### config.mk
export PLATFORM = sky130hd
export DESIGN_NAME = instr_issue
export DESIGN_NICKNAME = d
export VERILOG_FILES = /design/src/rtl/instr_issue.sv
export SDC_FILE = /design/constraint.sdc
export NUM_CORES = 1
export LEC_CHECK = 0
export BUFFER_PORTS_ARGS = -buffer_cell sky130_fd_sc_hd__buf_2
export CAP_MARGIN = 10
export CORE_UTILIZATION = 57
export DETAILED_ROUTE_END_ITERATION = 12
export PLACE_DENSITY = 0.79
export SYNTH_ARGS = -nofsm -noshare
export SYNTH_HDL_FRONTEND = slang
export SYNTH_SLANG_ARGS = --single-unit
### constraint.sdc
create_clock -name clk -period 2.7 [get_ports clk]
set_input_delay 0.54 -clock clk [delete_from_list [all_inputs] [get_ports clk]]
set_output_delay 0.54 -clock clk [all_outputs]
set_load 0.1 [all_outputs]
### src/rtl/instr_issue.sv
// instr_issue: queues instructions and issues them one at a time to an
// external combinational executor. Each issued instruction gets EXEC_LAT
// cycles to settle, then rd is captured and handed out with a
// valid/ready handshake.
// Optional feature macro: ISSUE_ACCUMULATE_EN. When defined, an internal
// accumulator is loaded with every captured result. Operand A of the next
// instruction comes from that accumulator instead of from in_a_i.
module instr_issue #(
    parameter int unsigned FIFO_DEPTH = 4,
    parameter int unsigned EXEC_LAT   = 2
) (
    input  logic       clk,
    input  logic       rst,
    input  logic       in_valid_i,
    output logic       in_ready_o,
    input  logic [2:0] in_sel_i,
    input  logic [3:0] in_a_i,
    input  logic [3:0] in_b_i,
    output logic [3:0] rs_o,
    output logic [3:0] rt_o,
    output logic [2:0] sel_o,
    input  logic [3:0] rd_i,
    output logic       res_valid_o,
    input  logic       res_ready_i,
    output logic [3:0] res_data_o,
    output logic       busy_o
);

    localparam int unsigned AW   = $clog2(FIFO_DEPTH);
    localparam int unsigned CntW = AW + 1;

`ifdef ISSUE_ACCUMULATE_EN
    // Operand A is not queued; it comes from the accumulator at issue time.
    localparam int unsigned EntryW = 7;
    logic [3:0] unused_in_a;
    assign unused_in_a = in_a_i;
`else
    localparam int unsigned EntryW = 11;
`endif

    typedef enum logic [1:0] {StIdle, StExec, StDone} state_e;

    state_e              state_q, state_d;
    logic [EntryW-1:0]   mem_q [FIFO_DEPTH];
    logic [AW-1:0]       wr_ptr_q, rd_ptr_q;
    logic [CntW-1:0]     count_q;
    logic [3:0]          rs_q, rs_d, rt_q, rt_d;
    logic [2:0]          sel_q, sel_d;
    logic [3:0]          cnt_q, cnt_d;
    logic [3:0]          res_data_q, res_data_d;
    logic                res_valid_q, res_valid_d;
    logic                push, pop, full, empty;
    logic [EntryW-1:0]   wr_entry, head;
`ifdef ISSUE_ACCUMULATE_EN
    logic [3:0]          acc_q, acc_d;
`endif

    assign full       = (count_q == CntW'(FIFO_DEPTH));
    assign empty      = (count_q == '0);
    assign in_ready_o = ~full;
    assign push       = in_valid_i & ~full;
    assign head       = mem_q[rd_ptr_q];

`ifdef ISSUE_ACCUMULATE_EN
    assign wr_entry = {in_sel_i, in_b_i};
`else
    assign wr_entry = {in_sel_i, in_a_i, in_b_i};
`endif

    // Queue storage; contents are only meaningful between wr and rd pointers.
    always_ff @(posedge clk) begin
        if (push) begin
            mem_q[wr_ptr_q] <= wr_entry;
        end
    end

    // Queue pointers and occupancy; pointers wrap since depth is a power of 2.
    always_ff @(posedge clk or posedge rst) begin
        if (rst) begin
            wr_ptr_q <= '0;
            rd_ptr_q <= '0;
            count_q  <= '0;
        end else begin
            if (push) wr_ptr_q <= wr_ptr_q + AW'(1);
            if (pop)  rd_ptr_q <= rd_ptr_q + AW'(1);
            if (push && !pop)      count_q <= count_q + CntW'(1);
            else if (pop && !push) count_q <= count_q - CntW'(1);
        end
    end

    // Issue FSM: next state, operand loads, settle counter and result capture.
    always_comb begin
        state_d     = state_q;
        rs_d        = rs_q;
        rt_d        = rt_q;
        sel_d       = sel_q;
        cnt_d       = cnt_q;
        res_data_d  = res_data_q;
        res_valid_d = res_valid_q;
        pop         = 1'b0;
`ifdef ISSUE_ACCUMULATE_EN
        acc_d       = acc_q;
`endif
        case (state_q)
            StIdle: begin
                if (!empty) begin
                    pop   = 1'b1;
`ifdef ISSUE_ACCUMULATE_EN
                    sel_d = head[6:4];
                    rs_d  = acc_q;
                    rt_d  = head[3:0];
`else
                    sel_d = head[10:8];
                    rs_d  = head[7:4];
                    rt_d  = head[3:0];
`endif
                    cnt_d   = 4'(EXEC_LAT);
                    state_d = StExec;
                end
            end
            StExec: begin
                cnt_d = cnt_q - 4'd1;
                if (cnt_q == 4'd1) begin
                    res_data_d  = rd_i;
                    res_valid_d = 1'b1;
`ifdef ISSUE_ACCUMULATE_EN
                    acc_d       = rd_i;
`endif
                    state_d     = StDone;
                end
            end
            StDone: begin
                if (res_ready_i) begin
                    res_valid_d = 1'b0;
                    state_d     = StIdle;
                end
            end
            default: state_d = StIdle;
        endcase
    end

    // FSM and datapath registers.
    always_ff @(posedge clk or posedge rst) begin
        if (rst) begin
            state_q     <= StIdle;
            rs_q        <= '0;
            rt_q        <= '0;
            sel_q       <= '0;
            cnt_q       <= '0;
            res_data_q  <= '0;
            res_valid_q <= 1'b0;
`ifdef ISSUE_ACCUMULATE_EN
            acc_q       <= '0;
`endif
        end else begin
            state_q     <= state_d;
            rs_q        <= rs_d;
            rt_q        <= rt_d;
            sel_q       <= sel_d;
            cnt_q       <= cnt_d;
            res_data_q  <= res_data_d;
            res_valid_q <= res_valid_d;
`ifdef ISSUE_ACCUMULATE_EN
            acc_q       <= acc_d;
`endif
        end
    end

    assign rs_o        = rs_q;
    assign rt_o        = rt_q;
    assign sel_o       = sel_q;
    assign res_data_o  = res_data_q;
    assign res_valid_o = res_valid_q;
    assign busy_o      = (state_q != StIdle);

endmodule
---- Word-level counts from Yosys, hierarchy flattened ----
Memories as Yosys holds them, arrays and structs flattened. A register that Yosys moved wholly into a read port is not among the register bits.
Index checks and enable logic that the tools add are counted.
storage, ports and cells
  word-level logic and storage cells ...... 53
  memory bits (writable) .................. 44
  memories kept ........................... 1
  bits of input ports ..................... 19
  register bits after elaboration ......... 18
  output and inout port bits .............. 18
operators by class
  add/sub/neg operators ................... 5
  reductions and logical operators ........ 15
  multiplexer cells ....................... 15
  bitwise operators ....................... 3
  equal/unequal tests ..................... 7
memories
  memory  words  width  read ports  clocked after Yosys merged registers in  wr ports  line  text
  mem_q   4      11     1           1                                        1         44    logic [EntryW-1:0] mem_q [FIFO_DEPTH];
operators by type and width
  cell                                               number
  one-hot mux 4 bit (2 select lines)                 1
  nonzero test 2 bit                                 4
  2-to-1 mux 1 bit                                   6
  2-to-1 mux 2 bit                                   3
  2-to-1 mux 3 bit                                   2
  != test 2 bit (second input constant)              3
  one-hot mux 2 bit (3 select lines)                 1
  AND reduction 2 bit                                3
  AND reduction 3 bit                                2
  adder 2 x 1 -> 2 bit (second input constant)       2
  == test 4 x 1 -> 1 bit (second input constant)     1
  2-to-1 mux 4 bit                                   1
  subtractor 4 x 1 -> 4 bit (second input constant)  1
  adder 3 x 1 -> 3 bit (second input constant)       1
  == test 3 bit (second input constant)              1
  logical NOT 3 bit                                  1
  subtractor 3 x 1 -> 3 bit (second input constant)  1
  == test 2 x 1 -> 1 bit (second input constant)     1
  == test 2 bit (second input constant)              1
  logical AND 1 bit                                  2
  logical NOT 1 bit                                  2
  logical NOT 2 bit                                  1
  NOT 1 bit                                          2
  one-hot mux 1 bit (2 select lines)                 1
  AND 1 bit                                          1

---- Logic depth before layout (Yosys ltp) ----
Gate-level depths: netlist of run 1.
  depth after elaboration ................. 7
  depth in mapped cells ................... 10
  depth with buffers taken out ............ 9

---- Least setup slack after synthesis of run 1 ----
No wires, ideal clock.
  kind .................................... register -> register
  start ................................... reg count_q[2]
  end ..................................... reg count_q[2]
  library setup time ...................... 0.079 ns
  path slack .............................. 0.565 ns
  stages on the path, launching flop included .. 11
  required time ........................... 2.621 ns
  path buffers ............................ 1
  arrival time ............................ 2.056 ns
  period minus slack after synthesis ...... 2.135 ns
  path through ............................ dfrtp_1 nor3_2 nor3_4 buf_4 inv_1 ha_1 inv_1 fa_1 xor2_1 nor2_1 xor2_1
between the ends
  longest elaborated chain between the ends .. 6
  elaborated cells on any way between the ends .. 15
  classes of those cells .................. add/sub (2); eq/ne (1); mux (4); bitwise (2); reduce/logical (6)
RTL lines
  what                                                                               line  text
  start, declared                                                                    46    logic [CntW-1:0] count_q;
  start signal, assigned                                                             86    if (push && !pop) count_q <= count_q + CntW'(1);
  start signal, assigned                                                             87    else if (pop && !push) count_q <= count_q - CntW'(1);
  parallel branches: the longest is 6 deep, another holds subtractor 3 x 1 -> 3 bit  -
Several ways; the timed one is not identified. The select of a mux whose other input is x is not followed.
A chain may end at the register's enable or synchronous reset.

---- Final worst setup path of run 1 ----
Ends and elaborated chain as after synthesis.

==> impl_metrics.yaml, run 1 <==
status:
  status: "finished, final reports clean"
floorplan:
  die_h_um: 74.0
  initial_core_util_pct: 61.0
  die_w_um: 74.0
  io_pins: 37
  fp.coreArea_sq_um: 4850
  num_rows: 25
  die_area_sq_um: 5480
route:
  vias: 1495
  drc: 0
  totalWireLength_um: 4870
  ant_nets: 0
  wl_per_cell_um: 17.4
  drt-pass1-iter-count: 4
  vias_per_cell: 5.34
  drt_iter0_markers: 84
synth:
  synth_warnings: 0
  synth.area.top_cells: "edfxtp_1, dfrtp_1, mux4_2"
  synthCells: 161
  netlist_area_sq_um: 2960
  yosysMostFrequentCell: "edfxtp_1"
  synthesis.nets: 188
  ys_types: 31
  synth-edff-count: 44
  synth_top_cell_area_share_pct: 44.7
  synthArstFlopShare_pct: 39.7
  yosys-top-cells-count: "edfxtp_1, dfrtp_1, inv_1, mux2_2"
  ys.flop_type: "edfxtp_1"
  synth_largest_area_cell: "edfxtp_1"
  avgSynthCellArea_sq_um: 18.4
  ys_seq_elements: 73
  synth_seq_area_share_pct: 69.2
global_routing:
  grt_usage_pct: 20.2
  globalRouteOverflowTotal: 0
  grt_pass1_vias: 1558
  grt_pass1_wl_um: 7510
  antenna_found_initial: 0
  met2_usage_pct: 33.8
  grt_max_degree: 30
  grt_busiest_layer: "met2"
  grt_use_met1_pct: 24.3
  met3_usage_pct: 4.47
timing:
  final_hold_viol_count: 0
  maxSlewViolCount: 0
  fin_crit_ns: 2.15
  timing.final.crit_share_pct: 79.6
  tightestPinTransition_ns: 0.623
  setup_viol: 0
  rsz0062_at_grt: "false"
  fin_tns_setup_ns: 0
  fmax_ghz: 0.465
  max_slew_margin_pct: 58.5
  fin_ws_ns: 0.551
  clock_skew_ns: 0.00884
worst_setup_path:
  critPathMaxFanout: 4
  crit_path_top_delay_cell: "dfrtp_1"
  required_ns: 2.96
  cp-end-kind: "register"
  r2r_cells: 9
  path_cells: "nor3_2 > nor3_4 > inv_1 > ha_1 > inv_1 > fa_1 > xor2_1 > nor2_1 > xor2_1"
  worst-setup-path-type: "register to register"
  slowest_delay_ns: 0.44
  arrival_ns: 2.41
  crit_path_start_kind: "register"
cells_and_area:
  nets: 235
  fillers: 308
  syn_to_final_growth_pct: 17.2
  drive_gt1_share_pct: 39.0
  diodes: 0
hold_path:
  min_path_type: "primary input to asynchronous set/reset pin"
clock_tree:
  cts_buffers: 9
  insertion_delay_ns: 0.34
  cts_resized: 0
  cts_root_buf: "clkbuf_8"
  cts_buffer_depth: 2
  cts_tree: "done"
  post_cts.repair.setup_buffers: 0
  cts.sinks: 73
  clk_pin_slew_ns: 0.08
  htreeDepth: 3
  cts_hold_buf: 0
job:
  maxCapViolCount: 0
place:
  routabilityCongestion: 0.767
  dpl.hpwl_um: 3190
  portBuffers: 36
  dp_slack_ns: 0.548
-- critical path, delay by kind of cell (launching register included) --
family                     cells  cell delay, ns
xor gates and xnor gates       2            0.34
and+or+nand+nor                3            0.52
adders and majority gates      2            0.58
DFF                            1            0.44
buffers and inverters          2            0.19
-- placed cells by master, fill, tap and decap left out, types with 3 or more instances in the layout --
master	count
mux4_2	8
inv_1	11
mux2_4	8
and2_1	4
clkbuf_8	10
dfrtp_1	29
nor2_1	5
mux2_2	9
edfxtp_1	44
buf_4	3
o21ai_0	3
ha_1	7
nand2_1	3
xnor2_1	5
mux4_1	3
xor2_1	3
buf_2	36
-- layer usage --
metal | vias up | share of wire, %
li1 | 689 | -
met1 | 760 | 42
met2 | 36 | 52
met3 | 10 | 3.5
met4 | 0 | 2.1
met5 | - | 0
-- sequential cells by signal, indices dropped and copies added (netlist names) --
register / count
sel_o: 3
rd_ptr_q: 2
rt_o: 4
res_data_o: 4
wr_ptr_q: 2
rs_o: 4
res_valid_o: 1
count_q: 3
mem_q: 44
state_q: 2
cnt_q: 4
-- cell type report --
class                      count  area (sq um)  area share (%)
clock buffer                  11           163            4.69
sequential                    73          2050            59.0
inverter                      11          41.3            1.19
tap                           67          83.8            2.42
timing repair buffer          39           203            5.85
clock inverter                 5          83.8            2.42
multi-input combinational     74           846            24.4
-- path summary, 6_finish.rpt --
| check | start | endpoint | slack, ns |
|---|---|---|---|
| min reg2reg | res_data_o[0] | res_data_o[0] | 0.50 |
| max | count_q[2] | count_q[2] | 0.55 |
| min in group clk | in_a_i[3] | mem_q[2][7] | 0.41 |
| min | rst | rt_o[2] | 0.27 |
| max reg2reg | count_q[2] | count_q[2] | 0.55 |
| max in group asynchronous | rst | cnt_q[2] | 2.15 |
-- logic make-up (layout without fill, tap and decap cells) --
group                      count (synthesis)  in the layout  share of synthesized area [%]
AOI/OAI and AO/OA                          8              8                           1.69
xor gates and xnor gates                   8              8                           2.37
adders and majority gates                  8              8                           3.64
buffers and inverters                     14             66                           2.20
DFF                                       73             73                           69.2
muxes                                     29             29                           16.6
and+or+nand+nor                           21             21                           4.31
-- metrics by stage --
stage                     instances  area [sq um]  utilization (%)  hold WS (ns)
after floorplan                 161          2960                -         0.499
final                           280          3470             71.5         0.265
after CTS                       280          3470             71.5         0.260
after detailed placement        264          3220             66.4         0.488
after global routing            280          3470             71.5         0.287
after global placement          264          3220             66.4         0.483
Power of run 1 is not shown: default switching activity piles up to over one toggle a cycle in this logic, so the estimate is an artifact.
==> inputs of run 2 (changes only) <==
Clock period 2.7 ns to 2.07 ns, I/O delays scaled along.
==> impl_metrics.yaml, run 2 (synthesized netlist as in run 1, its figures left out) <==
worst_setup_path:
  worst-setup-path-type: "register to register"
  crit_path_start_kind: "register"
  arrival_ns: 2.25
  required_ns: 2.32
  cp-end-kind: "register"
  critPathMaxFanout: 4
global_routing:
  grt_pass1_vias: 1594
  antenna_found_initial: 0
  grt_use_met1_pct: 23.5
  grt_usage_pct: 20.6
  met3_usage_pct: 5.28
  grt_busiest_layer: "met2"
  grt_max_degree: 21
  met2_usage_pct: 35.9
  globalRouteOverflowTotal: 0
  grt_pass1_wl_um: 7680
clock_tree:
  cts.sinks: 73
  clk_pin_slew_ns: 0.07
  cts_hold_buf: 0
  insertion_delay_ns: 0.34
  cts_buffers: 9
  cts_tree: "done"
  htreeDepth: 3
  cts_buffer_depth: 2
  cts_root_buf: "clkbuf_8"
cells_and_area:
  largest_reg_flops: 44
  regMostFlops: "mem_q"
  final_cell_mix: "edfxtp_1, buf_2, dfrtp_1"
  drive_gt1_share_pct: 42.8
  syn_to_final_growth_pct: 18.5
  final_util_pct: 72.3
  diodes: 0
  nets: 244
  final_cells: 289
  finish.instance_area_sq_um: 3510
  final_common_cell: "edfxtp_1"
floorplan:
  io_pins: 37
  die_w_um: 74.0
  die_area_sq_um: 5480
  initial_core_util_pct: 61.0
  fp.coreArea_sq_um: 4850
  die_h_um: 74.0
  num_rows: 25
place:
  dpl.hpwl_um: 3260
  routabilityCongestion: 0.744
  dp_cells: 270
  dp_slack_ns: 0.0283
  place_area_sq_um: 3270
  portBuffers: 36
route:
  totalWireLength_um: 4900
  vias_per_cell: 5.38
  drt_iter0_markers: 55
  ant_nets: 0
  wl_per_cell_um: 17.0
  vias: 1556
  drc: 0
  drt-pass1-iter-count: 4
timing:
  tightestPinTransition_ns: 0.749
  fin_crit_ns: 2.00
  clock_skew_ns: 0.00486
  max_slew_margin_pct: 50.0
  fmax_ghz: 0.501
  timing.final.crit_share_pct: 96.5
  maxSlewViolCount: 0
  setup_viol: 0
  final_hold_viol_count: 0
  fin_ws_ns: 0.0725
status:
  status: "finished, final reports clean"
job:
  maxCapViolCount: 0
hold_path:
  min_path_type: "primary input to asynchronous set/reset pin"
[run 2: changes by cell type in the layout (fill, tap and decap cells not counted), sizes merged]
cell,previous run,this run
inv,12,11
buf,39,48
bufinv,2,1
clkbuf,11,10
clkinvlp,0,4
clkinv,2,1
[run 2: cell type report]
type,instances,area [sq um]
timing repair buffer,48,270
clock buffer,10,128
fill,325,1340
multi-input combinational,74,865
clock inverter,6,68.8
inverter,11,41.3
tap,67,83.8
sequential,73,2050
[run 2: metrics by stage]
stage / setup TNS, ns / hold WS, ns
2_1_floorplan: 0 / 0.492
3_3_place_gp: 0 / 0.482
3_5_place_dp: 0 / 0.490
4_1_cts: 0 / 0.210
5_1_grt: -0.0187 / 0.252
6_report: 0 / 0.203
[run 2: final timing paths]
check / start / to / slack (ns) / cells past startpoint
max in group asynchronous: rst / rt_o[2] / 1.25 / 3
min in group clk: in_b_i[0] / mem_q[0][0] / 0.29 / 1
setup reg to reg: count_q[2] / count_q[2] / 0.07 / 9
hold / removal: rst / res_data_o[3] / 0.20 / 2
hold reg to reg: res_data_o[3] / res_data_o[3] / 0.50 / 1
setup / recovery: count_q[2] / count_q[2] / 0.07 / 9
[run 2: routing by layer]
metal,routed length (um),vias to the layer above
met4,114,0
met2,2680,51
met1,1920,782
met5,0,-
met3,191,14
li1,-,709
[run 2: worst max-delay path, cell delays in order (launching register included)]
cell	delay (ns)
dfrtp_2	0.45
nor3_4	0.26
nor3_4	0.06
inv_2	0.09
ha_4	0.14
inv_1	0.05
fa_1	0.37
xor2_1	0.18
nor2_1	0.13
xor2_1	0.17
[run 2: what timing repair did]
action / in CTS / in global routing
buffers inserted: 0 / 3
pin swaps: 1 / 3
endpoints found under the setup margin: 1 / 1
gates resized for setup: 1 / 2
Power of run 2 is left out for the same reason.
==> inputs of run 3 (changes only) <==
Settings changed: CORE_UTILIZATION 57 to 55, PLACE_DENSITY 0.79 to 0.76.
==> impl_metrics.yaml, run 3 (synthesized netlist as in run 1, its figures left out) <==
cells_and_area:
  nets: 245
  ff_latch_area_sq_um: 2050
  drive_gt1_share_pct: 43.9
  final_cell_mix: "edfxtp_1, buf_2, dfrtp_1"
  largest_reg_flops: 44
  syn_to_final_growth_pct: 18.5
  final_util_pct: 68.2
  fillers: 367
  multi_input_area_sq_um: 855
  diodes: 0
  regMostFlops: "mem_q"
  final_common_cell: "edfxtp_1"
route:
  totalWireLength_um: 5340
  drt_iter0_markers: 83
  vias_per_cell: 5.44
  ant_nets: 0
  wl_per_cell_um: 18.2
  drc: 0
  vias: 1595
  drt-pass1-iter-count: 4
worst_setup_path:
  path_cells: "nor3_4 > nor3_4 > inv_2 > ha_2 > inv_1 > fa_1 > xor2_1 > nor2_1 > xor2_1"
  worst-path-buf-inv: 2
  r2r_slack_ns: 0.11
  worst-setup-path-type: "register to register"
  crit_path_top_delay_cell: "dfrtp_2"
  crit_path_start_kind: "register"
  r2r-start: "count_q[2]"
  r2r-end: "count_q[2]"
  slowest_delay_ns: 0.44
  critPathMaxFanout: 4
  crit_family: "adder cells"
  cp-end-kind: "register"
  required_ns: 2.32
  arrival_ns: 2.22
  r2r_cells: 9
status:
  status: "finished, final reports clean"
clock_tree:
  cts_tree: "done"
  clk_pin_slew_ns: 0.08
  cts.sinks: 73
  htreeDepth: 3
  cts_buffer_depth: 2
  cts_root_buf: "clkbuf_8"
  cts_buffers: 9
  insertion_delay_ns: 0.34
  cts_hold_buf: 0
place:
  dp_slack_ns: 0.0629
  dpl.hpwl_um: 3530
  portBuffers: 36
  routabilityCongestion: 0.759
timing:
  rsz0062_at_grt: "false"
  fin_ws_ns: 0.105
  final_hold_viol_count: 0
  tightestPinTransition_ns: 0.587
  fmax_ghz: 0.509
  clock_skew_ns: 0.00695
  max_slew_margin_pct: 60.9
  fin_crit_ns: 1.96
  timing.final.crit_share_pct: 94.9
  maxSlewViolCount: 0
  setup_viol: 0
  fin_tns_setup_ns: 0
floorplan:
  initial_core_util_pct: 57.5
  fp.coreArea_sq_um: 5140
  io_pins: 37
  num_rows: 26
  die_w_um: 75.3
  die_h_um: 75.3
  die_area_sq_um: 5680
global_routing:
  grt_pass1_wl_um: 8050
  antenna_found_initial: 0
  grt_usage_pct: 20.8
  globalRouteOverflowTotal: 0
  grt_pass1_vias: 1655
  grt_max_degree: 30
job:
  maxCapViolCount: 0
hold_path:
  min_path_type: "primary input to asynchronous set/reset pin"
run 3: worst max-delay path by stage:
stage	startpoint	endpoint	slack (ns)	cells past startpoint
3_3_place_gp	count_q[0]	count_q[2]	0.15	9
3_5_place_dp	count_q[0]	count_q[2]	0.06	9
2_1_floorplan	count_q[0]	count_q[2]	0.005	10
6_report	count_q[2]	count_q[2]	0.11	9
5_1_grt	count_q[2]	count_q[2]	0.03	9
4_1_cts	count_q[0]	count_q[2]	0.02	9
run 3: per-layer routing:
layer	wire, um	share of wire, %	global-route usage, %	vias to the layer above
met2	3040	57	36.2	44
li1	-	-	-	714
met5	0	0	0	-
met4	121	2.3	11.1	0
met3	224	4.2	5.56	14
met1	1960	37	23.4	823
run 3: repair_timing:
action	in CTS	in global routing
setup buffers	0	5
gates resized for setup	0	3
setup endpoints to repair	0	1
run 3: cell type report:
cell class	count	area share (%)
Tap cell	70	2.50
Inverter	11	1.18
Clock buffer	9	3.53
Timing Repair Buffer	49	7.92
Multi-Input combinational cell	74	24.4
Sequential cell	73	58.5
Clock inverter	7	2.00
run 3: through the flow:
stage	instances	cell area (sq um)	hold WS [ns]
after floorplan	161	2970	0.492
after global placement	272	3270	0.483
after detailed placement	272	3270	0.491
after CTS	288	3460	0.148
after global routing	293	3510	0.164
final	293	3510	0.137
run 3: worst min-delay path: stages:
cell and delay (ns):
buf_2 0.10, inv_1 0.04, buf_4 0.34
Power of run 3 is left out for the same reason.
